`config.mk`:
```
export PLATFORM = sky130hd
export DESIGN_NAME = fp16_result_collector_flat
export DESIGN_NICKNAME = d
export VERILOG_FILES = /design/src/rtl/fp16_result_collector_if.sv /design/src/rtl/fp16_result_collector.sv /design/src/flat_wrapper.sv
export SDC_FILE = /design/constraint.sdc
export NUM_CORES = 1
export LEC_CHECK = 0
export CAP_MARGIN = 40
export CORE_MARGIN = 5
export CORE_UTILIZATION = 64
export DETAILED_ROUTE_END_ITERATION = 10
export DONT_BUFFER_PORTS = 1
export PLACE_DENSITY = 0.85
export SLEW_MARGIN = 20
export SYNTH_ARGS = -nofsm -noshare
export SYNTH_HDL_FRONTEND = slang
export SYNTH_SLANG_ARGS = --single-unit
```
`constraint.sdc`:
```
create_clock -name clk -period 6.15 [get_ports clk]
set_input_delay 0.3075 -clock clk [delete_from_list [all_inputs] [get_ports clk]]
set_output_delay 0.3075 -clock clk [all_outputs]
set_load 0.01 [all_outputs]
```
`src/rtl/fp16_result_collector_if.sv`:
```
// fp16_result_collector_if
//   Packed-word output stream of the FP16 result collector.
//   m_data  : packed word {newer result, older result}
//   m_valid : m_data holds a valid word
//   m_ready : consumer accepts m_data this cycle
//   master  : collector side (drives data/valid, samples ready)
//   slave   : consumer side (samples data/valid, drives ready)
interface fp16_result_collector_if #(
  parameter int WIDTH = 16
);
  logic [2*WIDTH-1:0] m_data;
  logic               m_valid;
  logic               m_ready;

  modport master (output m_data, output m_valid, input m_ready);
  modport slave  (input m_data, input m_valid, output m_ready);
endinterface

```
`src/rtl/fp16_result_collector.sv`:
```
// fp16_result_collector
//   Pairs consecutive FP16 results into 2*WIDTH-bit words, buffers them in a
//   first-word fall-through FIFO, and keeps NaN / Inf / total result counts.
//   Ports:
//     clk, reset          : single clock, synchronous active-high reset
//     fp16_d, out_valid   : result stream from the multiply-add stage (no backpressure)
//     flush               : emit a pending unpaired half as {0, half}
//     m_if (master)       : m_data / m_valid / m_ready output stream
//     level               : FIFO occupancy
//     overflow            : sticky, a packed word was dropped on a full FIFO
//     nan_cnt, inf_cnt    : saturating class counters
//     res_cnt             : wrapping count of accepted results
module fp16_result_collector #(
  parameter int WIDTH = 16,
  parameter int DEPTH = 8
) (
  input  logic                     clk,
  input  logic                     reset,
  input  logic [WIDTH-1:0]         fp16_d,
  input  logic                     out_valid,
  input  logic                     flush,
  fp16_result_collector_if.master  m_if,
  output logic [$clog2(DEPTH):0]   level,
  output logic                     overflow,
  output logic [15:0]              nan_cnt,
  output logic [15:0]              inf_cnt,
  output logic [31:0]              res_cnt
);

  localparam int AW      = $clog2(DEPTH);
  localparam int LW      = AW + 1;
  localparam int DW      = 2 * WIDTH;
  localparam int MAN_W   = 10;
  localparam int EXP_MSB = WIDTH - 2;
  localparam logic [LW-1:0] FULL_LVL = LW'(DEPTH);

  // Exponent all ones with a non-zero mantissa.
  function automatic logic is_nan(input logic [WIDTH-1:0] v);
    return (v[EXP_MSB:MAN_W] == 5'h1F) && (v[MAN_W-1:0] != 10'h000);
  endfunction

  // Exponent all ones with a zero mantissa (either sign).
  function automatic logic is_inf(input logic [WIDTH-1:0] v);
    return (v[EXP_MSB:MAN_W] == 5'h1F) && (v[MAN_W-1:0] == 10'h000);
  endfunction

  function automatic logic [15:0] sat_inc(input logic [15:0] c);
    return (c == 16'hFFFF) ? c : c + 16'h0001;
  endfunction

  logic [WIDTH-1:0] half_q, half_d;
  logic             half_vld_q, half_vld_d;
  logic [AW-1:0]    wr_ptr_q, wr_ptr_d;
  logic [AW-1:0]    rd_ptr_q, rd_ptr_d;
  logic [LW-1:0]    level_q, level_d;
  logic             overflow_q, overflow_d;
  logic [15:0]      nan_cnt_q, nan_cnt_d;
  logic [15:0]      inf_cnt_q, inf_cnt_d;
  logic [31:0]      res_cnt_q, res_cnt_d;
  logic [DW-1:0]    mem_q [DEPTH];

  logic             push_s;
  logic [DW-1:0]    push_data_s;
  logic             pop_s;
  logic             full_s;
  logic             wr_en_s;
  logic             m_valid_s;

  // Reset gates the head so the consumer sees an empty stream during reset.
  assign m_valid_s    = !reset && (level_q != {LW{1'b0}});
  assign m_if.m_valid = m_valid_s;
  assign m_if.m_data  = m_valid_s ? mem_q[rd_ptr_q] : {DW{1'b0}};
  assign level        = level_q;
  assign overflow     = overflow_q;
  assign nan_cnt      = nan_cnt_q;
  assign inf_cnt      = inf_cnt_q;
  assign res_cnt      = res_cnt_q;

  // Pairing, FIFO bookkeeping and counter next-state.
  always_comb begin
    half_d      = half_q;
    half_vld_d  = half_vld_q;
    push_s      = 1'b0;
    push_data_s = {fp16_d, half_q};

    if (out_valid) begin
      if (half_vld_q) begin
        // Completing a pair wins over flush.
        push_s      = 1'b1;
        push_data_s = {fp16_d, half_q};
        half_vld_d  = 1'b0;
      end else if (flush) begin
        push_s      = 1'b1;
        push_data_s = {{WIDTH{1'b0}}, fp16_d};
        half_vld_d  = 1'b0;
      end else begin
        half_d     = fp16_d;
        half_vld_d = 1'b1;
      end
    end else begin
      if (flush && half_vld_q) begin
        push_s      = 1'b1;
        push_data_s = {{WIDTH{1'b0}}, half_q};
        half_vld_d  = 1'b0;
      end else begin
        push_s = 1'b0;
      end
    end

    pop_s  = m_valid_s && m_if.m_ready;
    full_s = (level_q == FULL_LVL);
    // On a full FIFO a same-cycle pop frees the slot being written.
    wr_en_s = push_s && (!full_s || pop_s);
    overflow_d = overflow_q || (push_s && full_s && !pop_s);

    wr_ptr_d = wr_en_s ? (wr_ptr_q + AW'(1)) : wr_ptr_q;
    rd_ptr_d = pop_s   ? (rd_ptr_q + AW'(1)) : rd_ptr_q;

    case ({wr_en_s, pop_s})
      2'b10:   level_d = level_q + LW'(1);
      2'b01:   level_d = level_q - LW'(1);
      default: level_d = level_q;
    endcase

    if (out_valid) begin
      res_cnt_d = res_cnt_q + 32'd1;
      nan_cnt_d = is_nan(fp16_d) ? sat_inc(nan_cnt_q) : nan_cnt_q;
      inf_cnt_d = is_inf(fp16_d) ? sat_inc(inf_cnt_q) : inf_cnt_q;
    end else begin
      res_cnt_d = res_cnt_q;
      nan_cnt_d = nan_cnt_q;
      inf_cnt_d = inf_cnt_q;
    end
  end

  // State registers with synchronous reset.
  always_ff @(posedge clk) begin
    if (reset) begin
      half_q     <= {WIDTH{1'b0}};
      half_vld_q <= 1'b0;
      wr_ptr_q   <= {AW{1'b0}};
      rd_ptr_q   <= {AW{1'b0}};
      level_q    <= {LW{1'b0}};
      overflow_q <= 1'b0;
      nan_cnt_q  <= 16'h0000;
      inf_cnt_q  <= 16'h0000;
      res_cnt_q  <= 32'h0000_0000;
    end else begin
      half_q     <= half_d;
      half_vld_q <= half_vld_d;
      wr_ptr_q   <= wr_ptr_d;
      rd_ptr_q   <= rd_ptr_d;
      level_q    <= level_d;
      overflow_q <= overflow_d;
      nan_cnt_q  <= nan_cnt_d;
      inf_cnt_q  <= inf_cnt_d;
      res_cnt_q  <= res_cnt_d;
    end
  end

  // FIFO storage; contents need no reset because level gates visibility.
  always_ff @(posedge clk) begin
    if (wr_en_s && !reset) begin
      mem_q[wr_ptr_q] <= push_data_s;
    end
  end

endmodule

```
`src/flat_wrapper.sv`:
```
// flat-port wrapper written by rule: the top's interface ports become plain ports
module fp16_result_collector_flat 
#(
  parameter int WIDTH = 16,
  parameter int DEPTH = 8
)
  (clk, reset, fp16_d, out_valid, flush, level, overflow, nan_cnt, inf_cnt, res_cnt, m_if_m_data, m_if_m_valid, m_if_m_ready);
  fp16_result_collector_if #(.WIDTH(WIDTH)) m_if_i ();
  input  logic clk;
  input  logic reset;
  input  logic [WIDTH-1:0] fp16_d;
  input  logic out_valid;
  input  logic flush;
  output logic [$clog2(DEPTH):0] level;
  output logic overflow;
  output logic [15:0] nan_cnt;
  output logic [15:0] inf_cnt;
  output logic [31:0] res_cnt;
  output wire logic [$bits(m_if_i.m_data)-1:0] m_if_m_data;
  output wire logic [$bits(m_if_i.m_valid)-1:0] m_if_m_valid;
  input wire logic [$bits(m_if_i.m_ready)-1:0] m_if_m_ready;
  assign m_if_m_data = m_if_i.m_data;
  assign m_if_m_valid = m_if_i.m_valid;
  assign m_if_i.m_ready = m_if_m_ready;
  fp16_result_collector #(.WIDTH(WIDTH), .DEPTH(DEPTH)) u_core (.clk(clk), .reset(reset), .fp16_d(fp16_d), .out_valid(out_valid), .flush(flush), .m_if(m_if_i), .level(level), .overflow(overflow), .nan_cnt(nan_cnt), .inf_cnt(inf_cnt), .res_cnt(res_cnt));
endmodule
```
* After elaboration in Yosys (flattened, before gate mapping)
Memories as Yosys holds them, arrays and structs flattened. A register that Yosys moved wholly into a read port is not among the register bits.
Index checks and enable logic that the tools add are counted.
** Cells by class
- Muxes and demuxes :: 18
- Reductions and logical operators :: 22
- Divide/modulo/power cells :: 0
- Order comparisons :: 0
- Equality and inequality tests :: 6
- Multiply operators :: 0
- $add $sub $neg :: 7
- Shift operators :: 0
- Bitwise gates (word level) :: 4
** Operators with widths (count)
- 32-bit two-way mux :: 5
- 16-bit by 1-bit adder with 16-bit output, second input constant :: 2
- 32-bit by 1-bit adder with 32-bit output, second input constant :: 1
- 16-bit == test, second input constant :: 2
- 10-bit zero test :: 1
- 1-bit two-way mux :: 10
- 10-bit nonzero test :: 1
- 1-bit logical AND :: 9
- 3-bit AND reduction :: 3
- 4-bit one-hot mux with 2 select lines :: 1
- 3-bit by 1-bit adder with 3-bit output, second input constant :: 2
- 3-bit two-way mux :: 2
- 5-bit == test, second input constant :: 1
- 4-bit by 1-bit adder with 4-bit output, second input constant :: 1
- 4-bit == test, second input constant :: 1
- 1-bit NOT :: 4
- 2-bit nonzero test :: 2
- 4-bit nonzero test :: 1
- 4-bit by 1-bit subtractor with 4-bit output, second input constant :: 1
- 1-bit zero test :: 3
- 2-bit by 1-bit == test with 1-bit output, second input constant :: 1
- 2-bit == test, second input constant :: 1
- 1-bit logical OR :: 2
** Word-level totals
- Latch bits :: 0
- Memories kept :: 1
- Memory bits (read-only) :: 0
- Output and inout bits :: 102
- Memory bits (writable) :: 256
- Word-level logic and storage cells :: 67
- Register bits after elaboration :: 92
** Memories
- u_core.mem_q :: depth 8, bits a word 32, rd ports 1, clocked after memory_dff 1, write ports 1, RTL line fp16_result_collector.sv:60 : logic [DW-1:0] mem_q [DEPTH];

* Logic depth before layout (Yosys ltp)
Gate-level depths: netlist of the first run.
- Word-level depth :: 8
- Depth in mapped cells :: 11
- Gate-level depth less buffers :: 9

* Worst setup path after synthesis of the first run
No wires, ideal clock.
- Path type :: input-to-reg
- From :: input flush
- To :: memory u_core.mem_q[0][0] (netlist name), enable pin
- Library setup time :: 0.461 ns
- Stages :: 5
- Arrival :: 3.571 ns
- Path slack :: 2.118 ns
- Cell sequence :: clkbuf_1 > maj3_1 > o31ai_2 > or3_1 > nor3_1
** Between the ends
- Longest elaborated chain between the ends :: 7
- Elaborated cells on any way between the ends :: 9
** Ends and longest elaborated chain
- start, declared :: RTL line flat_wrapper.sv:13 : input logic flush;
- 1-bit two-way mux / 1-bit logical AND (equally long branches) :: RTL line fp16_result_collector.sv:92, fp16_result_collector.sv:101
- 1-bit two-way mux (on tied branches) :: RTL line fp16_result_collector.sv:87, fp16_result_collector.sv:101
- 1-bit two-way mux * :: RTL line fp16_result_collector.sv:86 : if (out_valid) begin
- 1-bit logical AND * :: RTL line fp16_result_collector.sv:113 : wr_en_s = push_s && (!full_s || pop_s);
- 1-bit logical AND * :: RTL line fp16_result_collector.sv:163 : if (wr_en_s && !reset) begin
- 1-bit two-way mux * :: RTL line fp16_result_collector.sv:163
- 1-bit two-way mux (implied by the code) * :: RTL line fp16_result_collector.sv:164 : mem_q[wr_ptr_q] <= push_data_s;
- end, declared :: RTL line fp16_result_collector.sv:60
Mark *: on every way between the ends. The rest lies on a longest branch, timed or not.

==> results_dict.tcl, run 1 <==
set metrics [dict create \
    insertion_delay_ns 0.51 \
    layout.nets 1020 \
    postSynth.asyncResetShare 0 \
    fin_ws_ns 3.043 \
    worstSetupEndpointType "primary output" \
    slew_violations 0 \
    place.port_buffers 0 \
    fp.dieArea_um2 25570 \
    path_clk_slew_ns 0.06 \
    insertedDiodeCount 0 \
    via_count 8311 \
    crit_family "multiplexers" \
    cts_buffers 35 \
    drv_cap 0 \
    outcome "finished, final reports clean" \
    synth_nets 987 \
    reg2reg_slack_ns 3.57 \
    hold_path_class "in2reg" \
    fmax_mhz 321.8 \
    viasPerCell 6.403 \
    max-slew-margin-rel 0.5442 \
    ios 123 \
    setup_violations 0 \
    crit_path_start_kind "flip-flop" \
    cts_buffer_depth 3 \
    cpPeakStageDelay_ns 0.63 \
    grt_overflow_total 0 \
    post-route-min-period_ns 3.107 \
    drive_above_1_share 0.1807 \
    dr.pass1.iters 5 \
    dp.cells 1215 \
    yosysSeqAreaShare 0.6666 \
    antenna_found_initial 0 \
    powerDensity_nw_per_um2 312.0 \
    tightest_slew_ns 0.6837 \
    tns_ns 0 \
    area_growth_pct 13.36 \
    leakage_nw 5.269 \
    dp_slack_ns 3.487 \
    ys.flop_type "edfxtp_1" \
    wl_um 31440 \
    rsz0062_at_grt "no" \
    grt_pass1_wl_um 49690 \
    netlist_top_cells_count "256 x edfxtp_1, 106 x nor2_1, 95 x dfxtp_1, 64 x mux4_2, 64 x nand2_1" \
    grt_pass1_vias 8706 \
    synth_area_um2 14390 \
    slowest_stage "dfxtp_4" \
    drtIter0Drc 720 \
    yosys.area.top_type "edfxtp_1" \
    drc 0 \
    finalCritPeriodShare 0.5052 \
    synthTopCellsByArea "edfxtp_1 53%, dfxtp_1 13%, mux4_2 10%, nor2_1 2.8%, mux2i_1 2.6%" \
    synth_top_area_share 0.5344 \
    hpwl_um 19090 \
    synth.most_common_cell "edfxtp_1" \
    ctsResizeCount 0 \
    syn_area_per_cell_um2 14.98 \
    ir_drop_mv 0.2211 \
    path_class "reg2out" \
    yosysUniqueCellTypes 61 \
    critPathBufInv 2 \
    cp_cell_sequence "buf_4 > buf_12 > mux4_2 > mux2i_1 > nor2_1" \
    ant_nets 0 \
    synth-seq-cells 351 \
    rows 54 \
    core_area_um2 21960 \
    grt_max_degree 86 \
    root_buffer "clkbuf_16" \
    synthCells 960 \
    hold_violations 0 \
    wl_per_cell_um 24.22 \
    crit_arrival_ns 2.80 \
    instances_no_fill 1298 \
    tritoncts "done" \
    required_ns 5.84 \
    cts.sink_count 351 \
    fp.dieW_um 159.9 \
    die_h_um 159.9 \
    track_usage 0.2488 \
    finClkSkew_ns 0.01200 \
    synth_edf_count 256 \
    htree_levels 2 \
    postLayoutCoreUtil 0.7426 \
    whs_ns 0.02666 \
    crit_fanout 24 \
    ys_warn_count 0 \
    start_util 0.6551 \
    finalWeightedCongestion 0.8907 \
]
worst min-delay path: cells and delay by family:
kind	cells	cell delay, ns
XOR/XNOR	1	0.06
AND/OR/NAND/NOR	2	0.13
final timing paths:
| check | start | end | depth (start not counted) |
|---|---|---|---|
| max | flip-flop | m_if_m_data[16] | 5 |
| min | out_valid | u_core.res_cnt[4]$_SDFFE_PP0P_ | 3 |
| max reg2reg | u_core.half_vld_q$_SDFFE_PP0P_ | u_core.mem_q[1][19]$_DFFE_PP_ | 5 |
| min reg2reg | u_core.half_q[0]$_SDFFE_PP0P_ | u_core.half_q[0]$_SDFFE_PP0P_ | 2 |
area by class of cell:
class	count	area (µm²)
multi-input combinational	558	4626
fill	1283	5652
clock inverter	17	188.9
sequential	351	9598
clock buffer	45	985.9
timing repair buffer	38	524.3
tap	280	350.3
inverter	9	33.78
layout by cell type (no fill, tap or decap), types with 5 or more instances in the layout:
master / instances
edfxtp_1: 256
nor2_1: 100
dfxtp_1: 92
mux4_2: 64
nand2_1: 64
mux2i_1: 38
a21oi_1: 38
clkbuf_16: 37
xor2_1: 27
mux2_2: 21
nand4_1: 21
nand3_1: 19
dlygate4sd3_1: 19
or3_1: 18
and2_1: 18
o21ai_0: 17
xnor2_1: 15
and3_1: 12
inv_1: 9
nor4_1: 9
nor3_1: 9
nor2b_1: 8
buf_16: 7
nor2_4: 6
ha_1: 6
clkinv_1: 6
buf_4: 6
clkbuf_1: 5
power breakdown:
group | switching [W] | internal, W
clock network | 0.000859 | 0.00130
logic | 0.000184 | 0.000133
registers | 0.0000297 | 0.00258
total | 0.00107 | 0.00402
metal layers:
metal | share of wire | routed length [µm] | vias to the layer above | GRT usage
met5 | 0 | 0 | - | 0
met4 | 0.031 | 976 | 0 | 0.08760
met3 | 0.099 | 3104 | 67 | 0.06778
met2 | 0.51 | 15920 | 413 | 0.4237
met1 | 0.36 | 11440 | 4109 | 0.3102
li1 | - | - | 3722 | -
through the flow:
step	area (µm²)	power [W]
final	16310	0.005088
after detailed placement	14900	0.002951
after global routing	16310	0.005250
after CTS	16300	0.005109
after floorplan	14390	0.002885
after global placement	14640	0.002931
what timing repair did:
| item | CTS | global route |
|---|---|---|
| endpoints found under the hold margin | 86 | 0 |
| hold buffers | 20 | 0 |
| setup buffers | 0 | 0 |
sequential cells by signal, summed over array words and instances (netlist names), named ones only:
name and flops:
u_core.half_vld_q 1, u_core.nan_cnt 16, u_core.inf_cnt 16, u_core.rd_ptr_q 3
u_core.overflow 1, u_core.res_cnt 32, u_core.wr_ptr_q 3, u_core.mem_q 256
u_core.level 4, u_core.half_q 16
cell families after synthesis:
logic type | after synthesis | synth area share
DFF | 351 | 0.6666
and+or+nand+nor | 315 | 0.1130
muxes | 123 | 0.1431
AOI/OAI and AO/OA | 71 | 0.02957
buffers and inverters | 51 | 0.01626
xor gates and xnor gates | 42 | 0.02557
adders and majority gates | 7 | 0.005914
No activity file was read; power rests on OpenSTA's default activity.
==> run 2, diff against run 1 <==
--- a/config.mk
+++ b/config.mk
@@ -7,10 +7,10 @@
 export LEC_CHECK = 0
 export CAP_MARGIN = 40
 export CORE_MARGIN = 5
-export CORE_UTILIZATION = 64
+export CORE_UTILIZATION = 57
 export DETAILED_ROUTE_END_ITERATION = 10
 export DONT_BUFFER_PORTS = 1
-export PLACE_DENSITY = 0.85
+export PLACE_DENSITY = 0.8
 export SLEW_MARGIN = 20
 export SYNTH_ARGS = -nofsm -noshare
 export SYNTH_HDL_FRONTEND = slang
==> constraint.sdc (replaced) <==
create_clock -name clk -period 2.7 [get_ports clk]
set_input_delay 0.135 -clock clk [delete_from_list [all_inputs] [get_ports clk]]
set_output_delay 0.135 -clock clk [all_outputs]
set_load 0.01 [all_outputs]
==> run 2 against run 1 <==
Setup slack got worse by 2.7 ns. Non-clock buffer count increased by 13. Global-route usage decreased by 2.6 points. Critical path type unchanged.
==> results_dict.tcl, run 2 (synthesis gave the netlist of run 1 again) <==
set metrics [dict create \
    drive_above_1_share 0.1822 \
    setup_violations 0 \
    fmax_mhz 415.7 \
    n_fill_cell 1734 \
    post-route-min-period_ns 2.405 \
    tightest_slew_ns 0.6813 \
    cts_buffers 35 \
    layout.nets 1033 \
    largest_reg_flops 256 \
    whs_ns 0.0007951 \
    antenna_found_initial 1 \
    rsz0062_at_grt "no" \
    postLayoutCoreUtil 0.6562 \
    tritoncts "done" \
    area_growth_pct 14.20 \
    place.port_buffers 0 \
    dp_slack_ns 0.4346 \
    rows 58 \
    dr.pass1.iters 5 \
    finalWeightedCongestion 0.8300 \
    wl_um 31550 \
    worstSetupEndpointType "primary output" \
    grt_pass1_wl_um 48950 \
    outcome "finished, final reports clean" \
    insertion_delay_ns 0.52 \
    track_usage 0.2230 \
    cp_cell_sequence "buf_4 > mux4_2 > mux2i_1 > nor2_1" \
    crit_path_start_kind "flip-flop" \
    tns_ns 0 \
    ir_drop_mv 0.5843 \
    cpPeakStageDelay_ns 0.57 \
    max-slew-margin-rel 0.5458 \
    insertedDiodeCount 0 \
    layout.area.seq_um2 9595 \
    die_h_um 168.9 \
    via_count 8307 \
    reg2regPathDepth 5 \
    reg2reg_to "u_core.mem_q[2][27]$_DFFE_PP_" \
    path_class "reg2out" \
    fin_ws_ns 0.2946 \
    grt_pass1_vias 8470 \
    hold_violations 0 \
    drtIter0Drc 817 \
    wl_per_cell_um 23.17 \
    cts.sink_count 351 \
    powerDensity_nw_per_um2 696.4 \
    critPathBufInv 1 \
    required_ns 2.57 \
    path_clk_slew_ns 0.07 \
    finalCritPeriodShare 0.8909 \
    fp.dieW_um 168.9 \
    htree_levels 2 \
    hold_end "u_core.wr_ptr_q[0]$_SDFFE_PP0P_" \
    crit_family "multiplexers" \
    drv_cap 0 \
    core_area_um2 25040 \
    start_util 0.5746 \
    viasPerCell 6.099 \
    finClkSkew_ns 0.02517 \
    fp.dieArea_um2 28510 \
    grt_overflow_total 0 \
    hpwl_um 19320 \
    cts_buffer_depth 3 \
    layout_commonest_cell "edfxtp_1" \
    whs_path_depth 2 \
    ctsResizeCount 0 \
    layout_common_cells "256 x edfxtp_1, 100 x nor2_1, 92 x dfxtp_1" \
    drc 0 \
    ios 123 \
    r2r-start "u_core.half_vld_q$_SDFFE_PP0P_" \
    ant_nets 0 \
    reg2reg_slack_ns 0.41 \
    leakage_nw 5.285 \
    grt_max_degree 98 \
    crit_arrival_ns 2.27 \
    slew_violations 0 \
    top_register "u_core.mem_q" \
    hold_path_class "in2reg" \
    min_from "reset" \
    multi_input_area_um2 4638 \
    crit_fanout 12 \
    slowest_stage "dfxtp_4" \
    root_buffer "clkbuf_16" \
]
==> run 2: worst max-delay path by stage <==
stage | start | endpoint | slack [ns] | cells past startpoint
6_report | flip-flop | m_if_m_data[1] | 0.29 | 4
3_5_place_dp | u_core.half_vld_q$_SDFFE_PP0P_ | u_core.mem_q[2][12]$_DFFE_PP_ | 0.43 | 5
2_1_floorplan | u_core.half_vld_q$_SDFFE_PP0P_ | u_core.mem_q[1][0]$_DFFE_PP_ | -0.33 | 4
5_1_grt | flip-flop | m_if_m_data[14] | 0.16 | 4
3_3_place_gp | u_core.half_vld_q$_SDFFE_PP0P_ | u_core.mem_q[1][19]$_DFFE_PP_ | 0.26 | 4
4_1_cts | flip-flop | m_if_m_data[1] | 0.10 | 4
==> run 2: cell type report <==
| type | count | area share |
|---|---|---|
| Clock buffer | 56 | 0.06192 |
| Clock inverter | 7 | 0.005179 |
| Inverter | 9 | 0.002056 |
| Multi-Input combinational cell | 558 | 0.2823 |
| Sequential cell | 351 | 0.5841 |
| Tap cell | 330 | 0.02513 |
| Timing Repair Buffer | 51 | 0.03930 |
==> run 2: through the flow <==
| stage | area [µm²] | total power (W) | std cells |
|---|---|---|---|
| after global placement | 14900 | 0.006728 | 1270 |
| after detailed placement | 15060 | 0.006758 | 1276 |
| final | 16430 | 0.01144 | 1362 |
| after floorplan | 14410 | 0.006573 | 960 |
| after CTS | 16400 | 0.01152 | 1361 |
| after global routing | 16430 | 0.01186 | 1362 |
==> run 2: report_power, final <==
| group | internal, W | switching, W |
|---|---|---|
| clock network | 0.00278 | 0.00195 |
| logic | 0.000333 | 0.000448 |
| registers | 0.00588 | 0.0000539 |
| total | 0.00899 | 0.00246 |
==> run 2: timing repair <==
item / in CTS / in global routing
endpoints found under the hold margin: 269 / 0
setup endpoints to repair: 0 / 3
hold buffers: 22 / 0
buffers inserted: 0 / 1
==> run 2: layer usage <==
metal	track usage	routed length [µm]	part of all wire	up-vias
li1	-	-	-	3750
met1	0.2877	12190	0.39	4158
met2	0.3738	15730	0.50	349
met3	0.06446	2935	0.093	48
met4	0.06140	690	0.022	2
met5	0	7	0.00022	-
